==> src/rtl/multicycle_control.sv <==
// Multi-cycle RV32 main control FSM: FETCH/DECODE/EXEC/MEM/WB sequencing with memory timeout trap.
// Define CTRL_ITYPE_EN to decode opcode 0010011 as an I-type ALU instruction (else it traps).
module multicycle_control #(
  parameter int unsigned OPCODE_W    = 7,
  parameter int unsigned ALU_OP_W    = 2,
  parameter int unsigned MEM_TIMEOUT = 15
) (
  input  logic                clk,
  input  logic                rst,
  input  logic                en,
  input  logic [OPCODE_W-1:0] op_code,
  input  logic                mem_ready,
  output logic                pc_write,
  output logic                ir_write,
  output logic                alu_src,
  output logic                mem_to_reg,
  output logic                reg_write,
  output logic                mem_read,
  output logic                mem_write,
  output logic                branch,
  output logic [ALU_OP_W-1:0] alu_op,
  output logic                instr_done,
  output logic                trap,
  output logic [1:0]          trap_cause
);

  localparam int unsigned CNT_W = $clog2(MEM_TIMEOUT + 1);

  localparam logic [OPCODE_W-1:0] OP_LOAD   = OPCODE_W'(7'b0000011);
  localparam logic [OPCODE_W-1:0] OP_STORE  = OPCODE_W'(7'b0100011);
  localparam logic [OPCODE_W-1:0] OP_R      = OPCODE_W'(7'b0110011);
  localparam logic [OPCODE_W-1:0] OP_BRANCH = OPCODE_W'(7'b1100011);
`ifdef CTRL_ITYPE_EN
  localparam logic [OPCODE_W-1:0] OP_I      = OPCODE_W'(7'b0010011);
`endif

  typedef enum logic [3:0] {
    StIdle, StFetch, StDecode, StMemAddr, StMemRd, StMemWb, StMemWr,
    StExecR, StExecI, StAluWb, StBranch, StTrap
  } state_t;

  // fetch and done_rdy are qualified by mem_ready at the output.
  typedef struct packed {
    logic                fetch;
    logic                done_rdy;
    logic                alu_src;
    logic                mem_to_reg;
    logic                reg_write;
    logic                mem_read;
    logic                mem_write;
    logic                branch;
    logic [ALU_OP_W-1:0] alu_op;
    logic                done;
    logic                trap;
  } ctrl_t;

  state_t           state_q, state_d;
  logic [CNT_W-1:0] cnt_q, cnt_d;
  logic [1:0]       cause_q, cause_d;
  logic             store_q, store_d;
  ctrl_t            ctrl_q;
  logic             wait_st;

  function automatic ctrl_t decode_ctrl(state_t s);
    ctrl_t c;
    c = '0;
    case (s)
      StFetch:   begin c.fetch = 1'b1; c.mem_read = 1'b1; end
      StMemAddr: c.alu_src = 1'b1;
      StMemRd:   c.mem_read = 1'b1;
      StMemWb:   begin c.reg_write = 1'b1; c.mem_to_reg = 1'b1; c.done = 1'b1; end
      StMemWr:   begin c.mem_write = 1'b1; c.done_rdy = 1'b1; end
      StExecR:   c.alu_op = ALU_OP_W'(2'b10);
      StExecI:   begin c.alu_src = 1'b1; c.alu_op = ALU_OP_W'(2'b11); end
      StAluWb:   begin c.reg_write = 1'b1; c.done = 1'b1; end
      StBranch:  begin c.branch = 1'b1; c.alu_op = ALU_OP_W'(2'b01); c.done = 1'b1; end
      StTrap:    c.trap = 1'b1;
      default:   c = '0;
    endcase
    return c;
  endfunction

  assign wait_st = (state_q == StFetch) || (state_q == StMemRd) || (state_q == StMemWr);

  always_comb begin
    state_d = state_q;
    cnt_d   = cnt_q;
    cause_d = cause_q;
    store_d = store_q;
    unique case (state_q)
      StIdle:    if (en) state_d = StFetch;
      StFetch:   if (mem_ready) state_d = StDecode;
      StDecode: begin
        store_d = (op_code == OP_STORE);
        if (op_code == OP_LOAD || op_code == OP_STORE) state_d = StMemAddr;
        else if (op_code == OP_R)                      state_d = StExecR;
        else if (op_code == OP_BRANCH)                 state_d = StBranch;
`ifdef CTRL_ITYPE_EN
        else if (op_code == OP_I)                      state_d = StExecI;
`endif
        else begin
          state_d = StTrap;
          cause_d = 2'b01;
        end
      end
      StMemAddr: state_d = store_q ? StMemWr : StMemRd;
      StMemRd:   if (mem_ready) state_d = StMemWb;
      StMemWr:   if (mem_ready) state_d = en ? StFetch : StIdle;
      StExecR,
      StExecI:   state_d = StAluWb;
      StMemWb,
      StAluWb,
      StBranch:  state_d = en ? StFetch : StIdle;
      StTrap:    state_d = StTrap;
      default:   state_d = StIdle;
    endcase
    // Trap on the cycle that completes MEM_TIMEOUT consecutive not-ready cycles.
    if (wait_st && !mem_ready) begin
      if (cnt_q == CNT_W'(MEM_TIMEOUT - 1)) begin
        state_d = StTrap;
        cause_d = 2'b10;
      end else begin
        cnt_d = cnt_q + 1'b1;
      end
    end
    if (state_d != state_q) cnt_d = '0;
  end

  always_ff @(posedge clk or posedge rst) begin
    if (rst) begin
      state_q <= StIdle;
      cnt_q   <= '0;
      cause_q <= 2'b00;
      store_q <= 1'b0;
      ctrl_q  <= '0;
    end else begin
      state_q <= state_d;
      cnt_q   <= cnt_d;
      cause_q <= cause_d;
      store_q <= store_d;
      ctrl_q  <= decode_ctrl(state_d);
    end
  end

  assign pc_write   = ctrl_q.fetch & mem_ready;
  assign ir_write   = ctrl_q.fetch & mem_ready;
  assign alu_src    = ctrl_q.alu_src;
  assign mem_to_reg = ctrl_q.mem_to_reg;
  assign reg_write  = ctrl_q.reg_write;
  assign mem_read   = ctrl_q.mem_read;
  assign mem_write  = ctrl_q.mem_write;
  assign branch     = ctrl_q.branch;
  assign alu_op     = ctrl_q.alu_op;
  assign instr_done = ctrl_q.done | (ctrl_q.done_rdy & mem_ready);
  assign trap       = ctrl_q.trap;
  assign trap_cause = cause_q;

endmodule
==> config.mk <==
export PLATFORM = sky130hd
export DESIGN_NAME = multicycle_control
export DESIGN_NICKNAME = d
export VERILOG_FILES = /design/src/rtl/multicycle_control.sv
export SDC_FILE = /design/constraint.sdc
export NUM_CORES = 1
export LEC_CHECK = 0
export ABC_AREA = 1
export CORE_MARGIN = 3
export CORE_UTILIZATION = 50
export CTS_CLUSTER_SIZE = 30
export DETAILED_ROUTE_END_ITERATION = 12
export MAX_ROUTING_LAYER = met4
export PLACE_DENSITY = 0.83
export SLEW_MARGIN = 5
export SYNTH_ARGS = -nofsm -noshare
export SYNTH_HDL_FRONTEND = slang
export SYNTH_SLANG_ARGS = --single-unit
==> constraint.sdc <==
create_clock -name clk -period 1.7 [get_ports clk]
set_input_delay 0.34 -clock clk [delete_from_list [all_inputs] [get_ports clk]]
set_output_delay 0.34 -clock clk [all_outputs]
set_load 0.02 [all_outputs]
# Word level (Yosys, flattened, before mapping)
# Cells that the tools add are included.
[totals] ff_bits=22 in_bits=11 out_inout_bits=14 elab_cells=91
[classes] addsub=1 n_eq_ne=28 mux=31 bitwise_logic=3 reduce_logical=14
[op_table] cell="4-bit 2-to-1 mux" n=11
[op_table] cell="4-bit equality test (second input constant)" n=9
[op_table] cell="4-bit case mux with 9 select lines" n=1
[op_table] cell="4-bit by 3-bit equality test with 1-bit output (second input constant)" n=8
[op_table] cell="7-bit by 6-bit equality test with 1-bit output (second input constant)" n=2
[op_table] cell="2-bit 2-to-1 mux" n=7
[op_table] cell="4-bit by 2-bit equality test with 1-bit output (second input constant)" n=3
[op_table] cell="1-bit 2-to-1 mux" n=11
[op_table] cell="4-bit by 1-bit equality test with 1-bit output (second input constant)" n=2
[op_table] cell="2-bit OR reduction" n=4
[op_table] cell="7-bit by 2-bit equality test with 1-bit output (second input constant)" n=1
[op_table] cell="7-bit equality test (second input constant)" n=1
[op_table] cell="2-bit case mux with 3 select lines" n=1
[op_table] cell="3-bit OR reduction" n=2
[op_table] cell="4-bit by 1-bit adder with 4-bit output (second input constant)" n=1
[op_table] cell="4-bit logical NOT" n=1
[op_table] cell="4-bit != test" n=1
[op_table] cell="1-bit logical OR" n=3
[op_table] cell="1-bit bitwise AND" n=2
[op_table] cell="2-bit by 1-bit != test with 1-bit output (second input constant)" n=1
[op_table] cell="2-bit AND reduction" n=1
[op_table] cell="2-bit nonzero test" n=1
[op_table] cell="1-bit logical AND" n=1
[op_table] cell="1-bit logical NOT" n=1
[op_table] cell="1-bit OR" n=1

# Logic depth before layout (Yosys ltp)
# Gate-level depths: netlist of the first run.
[logic_depth] ltp_word=10 mapped_depth=12 mapped_depth_nobuf=12

# Worst setup path after synthesis of the first run
# Ideal clock, no wire load.
[synth_path] kind="flip-flop to flip-flop" start="register state_q[0]" end="register cnt_q[2]" setup_ps=120 t_arrival_ps=1419 t_required_ps=1580 slack_ps=162 stages_incl_launch_ff=13 path_buffers=0 period_less_slack_ps=1538 path_cell_list="dfrtp_1 > inv_2 > nand2_1 > nand2_1 > inv_1 > nand2_1 > nand2_1 > nor2_1 > nand3_2 > nand2_1 > nand2_1 > nand2_2 > nor2_1"
[synth_via] elab_chain_cells=8 elab_cells_between_ends=29 cone_classes="13 x eq/ne; 8 x mux; 8 x reduce/logical"
[synth_rtl] item="start: declaration" line_no="57" rtl="state_t state_q, state_d;"
[synth_rtl] item="start signal: assignment" line_no="131" rtl="state_q <= StIdle;"
[synth_rtl] item="start signal: assignment" line_no="137" rtl="state_q <= state_d;"
[synth_rtl] item="4-bit by 3-bit equality test with 1-bit output (tied with other cells)" line_no="90" rtl="unique case (state_q)"
[synth_rtl] item="3-bit OR reduction (tied with other cells)" line_no="90"
[synth_rtl] item="4-bit case mux with 9 select lines or 1-bit logical OR (tied branches)" line_no="90, 83"
[synth_rtl] item="4-bit 2-to-1 mux or 1-bit logical AND (tied branches)" line_no="119, 118"
[synth_rtl] item="4-bit 2-to-1 mux (*)" line_no="118" rtl="if (wait_st && !mem_ready) begin"
[synth_rtl] item="via state_d[0]" line_no="57"
[synth_rtl] item="4-bit != test (*)" line_no="126" rtl="if (state_d != state_q) cnt_d = '0;"
[synth_rtl] item="2-bit by 1-bit != test with 1-bit output (no line) or 2-bit nonzero test (tied branches)"
[synth_rtl] item="2-bit AND reduction (no line)"
[synth_rtl] item="end signal: assignment" line_no="138" rtl="cnt_q <= cnt_d;"
[synth_rtl] item="end: declaration" line_no="58" rtl="logic [CNT_W-1:0] cnt_q, cnt_d;"
# Mark *: on every way through the listed nets, which the timed path passes. The rest lies on a longest branch.
# A chain may end at the register's enable or synchronous reset.

# Final worst setup path of the first run
[layout_path] start="register state_q[0]" end="register cnt_q[1]"
# Same word-level chain as after synthesis.

==> results of run 1 <==
## worst register-to-register path, stage by stage, from the launching register on
cell	delay [ns]
dfrtp_2	0.50
inv_4	0.08
nor2_2	0.24
nand2_4	0.11
nand2_4	0.10
nand3_4	0.14
nand3_2	0.16
nand2_1	0.08
nand2_1	0.09
nand2_2	0.08
nor2_4	0.11
nand2_4	0.09
nor2_2	0.15
## cell usage in the layout, fill, tap and decap left out, types with 4 or more instances in the layout
cell | netlist | routed
buf_4 | 3 | 38
nand2_1 | 45 | 35
dfrtp_1 | 22 | 19
clkdlybuf4s50_1 | 0 | 19
inv_1 | 22 | 16
nor2_2 | 6 | 15
buf_6 | 0 | 11
nand2_2 | 5 | 10
nor2_4 | 0 | 9
nand3_1 | 14 | 8
nor2_1 | 24 | 6
nand3_2 | 3 | 6
inv_2 | 3 | 5
nand2_4 | 0 | 4
nand3_4 | 1 | 4
## worst min-delay path by stage
stage | slack (ns) | end
after floorplan | 0.33 | alu_op[0]
after global placement | 0.46 | trap_cause[1]
after detailed placement | 0.48 | trap_cause[1]
after CTS | 0.35 | mem_to_reg
after global routing | 0.37 | ctrl_q[1]
final | 0.32 | ctrl_q[1]
## metrics by stage
stage / area (um2) / setup WS (ns)
after floorplan: 1260 / 0.162
after global placement: 1700 / -0.385
after detailed placement: 1700 / -0.397
after CTS: 1900 / -0.0337
after global routing: 2230 / -0.353
final: 2230 / -0.297
## power by group
part | total (W) | switching, W | internal [W]
Clock | 0.000456 | 0.000217 | 0.000239
Combinational | 0.00333 | 0.00197 | 0.00136
Sequential | 0.000794 | 0.000133 | 0.000661
## cells by family after synthesis
family	share of synthesized area (%)
fa+ha+maj	1.98
xor+xnor	2.08
simple gates	38.5
flops	43.6
compound gates	4.66
buf+inv	9.22
## cell type report
type	instances	area, um2	area share, %
Sequential cell	22	554	24.9
Multi-Input combinational cell	120	836	37.5
Clock buffer	3	22.5	1.01
Timing Repair Buffer	73	644	28.9
Inverter	25	105	4.72
Clock inverter	1	30.0	1.35
Tap cell	28	35.0	1.57
## routing by layer
metal | vias up | routed length (um)
met2 | 177 | 3080
met3 | 62 | 644
met1 | 811 | 2200
met5 | - | 0
li1 | 674 | -
met4 | 0 | 513
## what timing repair did
action,CTS,global route
pin swaps,11,28
setup endpoints to repair,15,20
resized for setup,23,73
setup buffers,13,13
==> qor.yml, run 1 <==
dp_hpwl_um: 2650
synthArstFlopShare_pct: 100
grtUsageMet2_pct: 47.4
critical_path.endpoint: "cnt_q[1]"
grt_setup_unrepaired: "true"
drv_cap: 0
grt.overflow.total: 0
crit_chain: "inv_4 > nor2_2 > nand2_4 > nand2_4 > nand3_4 > nand3_2 > nand2_1 > nand2_1 > nand2_2 > nor2_4 > nand2_4 > nor2_2"
power.density_nw_per_um2: 2060
drc_errors: 0
top_usage_layer: "met2"
synth.avg_cell_area_um2: 7.43
outcome: "finished, violations left"
core_area_um2: 2300
vias: 1724
drtIter0Drc: 235
root_buffer: "clkbuf_4"
synth_cell_types: 21
synth_area_leader_cell: "dfrtp_1"
finalClockSkew_ns: 0.0209
netlist.area_leader.share_pct: 43.6
cts_tree: "built"
layout_setup_ws_ns: -0.297
synth_edf_count: 0
regToRegEndpoint: "cnt_q[1]"
ys_ff_latch: 22
grt_usage_pct: 28.2
clk_pin_slew_ns: 0.17
synth_most_common_cell: "nand2_1"
fmax_ghz: 0.501
fin_nets: 258
worstPathRequired_ns: 1.97
diodes: 0
cts_buffers: 3
worst_pin_slew_ns: 0.305
cts_hold_buffers: 0
cp_top_family: "simple AND/OR/NAND/NOR gates"
chipWidth_um: 56.3
stdcell_count: 272
cp.depth: 12
initial_core_util_pct: 55.0
dieArea_um2: 3160
worstReg2RegStart: "state_q[0]"
drive_above_1_share_pct: 50.8
hold_class: "in2async"
wl_um: 6440
violations: "setup timing"
reg2reg_depth: 12
fin_util_pct: 96.9
antenna_found_initial: 0
crit_path_start_kind: "flop"
path_common_cell: "nand2_4"
peakVddDrop_mv: 2.08
hold_ws_ns: 0.323
io_pins: 25
total_power_w: 0.00458
synth_flop_cell: "dfrtp_1"
setup_tns_ns: -2.87
place_congestion: 0.915
nFillCells: 42
max-slew-margin-rel_pct: 79.7
synth_seq_area_share_pct: 43.6
area_growth_pct: 76.4
syn_nets: 183
grtUsageMet3_pct: 4.37
use_met1_pct: 33.4
insertion_delay_ns: 0.35
firstDrtPassIters: 5
synth_area_um2: 1260
first_global_vias: 1444
top_regs: "cnt_q (4), state_q (4)"
worstPathMaxFanout: 7
fp.dieH_um: 56.3
fin_crit_ns: 2.00
cts_buffer_depth: 2
cp-end-kind: "flop"
p_leak_nw: 1.13
port_buffers: 24
h-tree-depth: 1
period_share_pct: 117
r2r_slack_ns: -0.30
hold_viol: 0
ys.warnings.count: 0
cp-startpoint: "state_q[0]"
row_count: 17
synth_area_leaders: "dfrtp_1, nand2_1, nor2_1"
via_per_inst: 6.34
cpMaxStageDelayCell: "dfrtp_2"
drv_slew: 0
setup_violations: 18
synthCells: 170
cp_data_arrival_time_ns: 2.27
cp_slowest_stage_delay_ns: 0.50
ant_nets: 0
synth_common_cells: "nand2_1, nor2_1, dfrtp_1, inv_1, nand3_1"
wl_per_cell_um: 23.7
grt_max_degree: 23
grt_pass1_wl_um: 6790
clock-sinks: 22
crit_type: "reg2reg"
crit_buf_inv: 1
placedCellCount: 243
(Power assumes the default switching activity.)
==> run 2, diff against run 1 <==
Clock period 1.7 ns to 1.9 ns, I/O delays scaled along.
==> run 2 against run 1 <==
The run now ends clean. Sequential share of layout area grew 7.7 points. Via count shrank 29%. Global-route usage shrank 6.1 points. Total power shrank 44%. Critical path depth is the same. Sequential power shrank 16%. Final cell count shrank 12%. Register-to-register slack gained 0.40 ns. Non-clock buffer count shrank 32. Clock skew shrank 0.011 ns. Critical endpoint is now cnt_q[2]. Largest cell class unchanged. Highest routed layer unchanged.
==> qor.yml, run 2 (same netlist as run 1, synthesis figures left out) <==
outcome: "finished, final reports clean"
grt_pass1_wl_um: 5450  # -20%
power.density_nw_per_um2: 1510  # -26%
drv_cap: 0  # unchanged
total_power_w: 0.00257  # -44%
drc_errors: 0  # unchanged
cp-end-kind: "flop"
setup_tns_ns: 0  # +2.87 ns
layout_commonest_cell: "nand2_1"
grt_max_degree: 23  # unchanged
cp_data_arrival_time_ns: 2.05  # -0.22 ns
top_usage_layer: "met2"
first_global_vias: 1254  # -13%
cts_tree: "built"
setup_violations: 0  # -18
dp_hpwl_um: 2410  # -9.1%
dieArea_um2: 3160  # unchanged
firstDrtPassIters: 7  # +2
final_cell_mix: "nand2_1, nor2_1, inv_1"
top_regs: "cnt_q (4), state_q (4)"
p_leak_nw: 0.926  # -18%
ant_nets: 0  # unchanged
worstPathMaxFanout: 7  # unchanged
area_growth_pct: 34.2
antenna_found_initial: 0  # unchanged
place_congestion: 0.863  # -5.7%
cts_buffer_depth: 2  # unchanged
cts_buffers: 3  # unchanged
grt_usage_pct: 22.1  # -6.1 points
clock-sinks: 22  # unchanged
finalClockSkew_ns: 0.0102  # -0.0108 ns
io_pins: 25  # unchanged
period_share_pct: 94.4  # -23 points
fp.dieH_um: 56.3  # unchanged
drive_above_1_share_pct: 19.8  # -31 points
r2r_slack_ns: 0.11  # +0.40 ns
finalInstanceArea_um2: 1690  # -24%
fmax_ghz: 0.558  # +11%
chipWidth_um: 56.3  # unchanged
row_count: 17  # unchanged
hold_viol: 0  # unchanged
grt.overflow.total: 0  # unchanged
worstPathRequired_ns: 2.16  # +0.19 ns
vias: 1223  # -29%
fin_nets: 226  # -12%
h-tree-depth: 1  # unchanged
wl_um: 3070  # -52%
place_area_um2: 1640  # -3.5%
drv_slew: 0  # unchanged
via_per_inst: 5.10  # -20%
diodes: 0  # unchanged
grtUsageMet3_pct: 2.99  # -1.4 points
initial_core_util_pct: 55.0  # unchanged
crit_type: "reg2reg"
seq_area_um2: 552  # -0.45%
drtIter0Drc: 63  # -73%
max-slew-margin-rel_pct: 81.1  # +1.4 points
clk_pin_slew_ns: 0.13  # -0.04 ns
insertion_delay_ns: 0.32  # -0.03 ns
root_buffer: "clkbuf_4"
core_area_um2: 2300  # unchanged
use_met1_pct: 26.3  # -7.1 points
crit_path_start_kind: "flop"
hold_class: "in2async"
wl_per_cell_um: 12.8  # -46%
grtUsageMet2_pct: 38.1  # -9.3 points
nFillCells: 176  # +320%
worst_pin_slew_ns: 0.283  # -0.0224 ns
port_buffers: 24  # unchanged
peakVddDrop_mv: 1.23  # -41%
cts_hold_buffers: 0  # unchanged
multi_input_area_um2: 597  # -29%
fin_crit_ns: 1.79  # -0.204 ns
==> run 2: per-layer routing <==
metal | routed length [um] | up-vias
met5 | 0 | -
met4 | 109 | 0
li1 | - | 610
met1 | 1300 | 560
met3 | 104 | 17
met2 | 1560 | 36
==> run 2: final timing paths <==
check,startpoint,to,depth (start not counted)
setup / recovery,state_q[0],cnt_q[2],12
min in group clk,trap_cause[1],trap_cause[1],2
max in group asynchronous,rst,state_q[0],3
hold / removal,rst,reg_write,3
setup reg to reg,state_q[0],cnt_q[2],12
hold reg to reg,trap_cause[1],trap_cause[1],2
==> run 2: worst max-delay path, stage by stage (launching register included) <==
cell and delay (ns):
dfrtp_2 0.47, inv_2 0.14, nand2_1 0.06, nand2_1 0.09
inv_1 0.05, nand2_1 0.14, nand2_1 0.07, nor2_1 0.18
buf_4 0.15, nand4_1 0.09, nand2_1 0.09, nand2_2 0.09
nor2_1 0.11
==> run 2: layout make-up <==
| class | instances | share of cell area [%] |
|---|---|---|
| Clock buffer | 3 | 1.33 |
| Tap cell | 28 | 2.07 |
| Timing Repair Buffer | 41 | 21.5 |
| Clock inverter | 1 | 1.77 |
| Sequential cell | 22 | 32.6 |
| Multi-Input combinational cell | 120 | 35.2 |
| Inverter | 25 | 5.54 |
==> run 2: timing repair <==
action,4_1_cts,5_1_grt
setup buffers,0,1
setup endpoints to repair,3,8
gates cloned,0,0
gates resized for setup,3,2
==> run 2: stage by stage <==
step / setup WS, ns / util (%) / hold WS (ns) / instances
floorplan: 0.362 / - / 0.369 / 170
global placement: -0.0883 / 71.2 / 0.458 / 235
detailed placement: -0.155 / 71.2 / 0.463 / 235
CTS: 0.0650 / 73.3 / 0.404 / 239
global route: -0.00121 / 73.7 / 0.415 / 240
finish: 0.107 / 73.7 / 0.391 / 240
==> run 2: power by group <==
group | internal [W] | leakage [nW] | total (W) | switching (W)
logic | 0.000622 | 0.606 | 0.00154 | 0.000917
registers | 0.000588 | 0.291 | 0.000669 | 0.0000805
clock network | 0.000213 | 0.0279 | 0.000360 | 0.000146
total | 0.00142 | 0.926 | 0.00257 | 0.00114
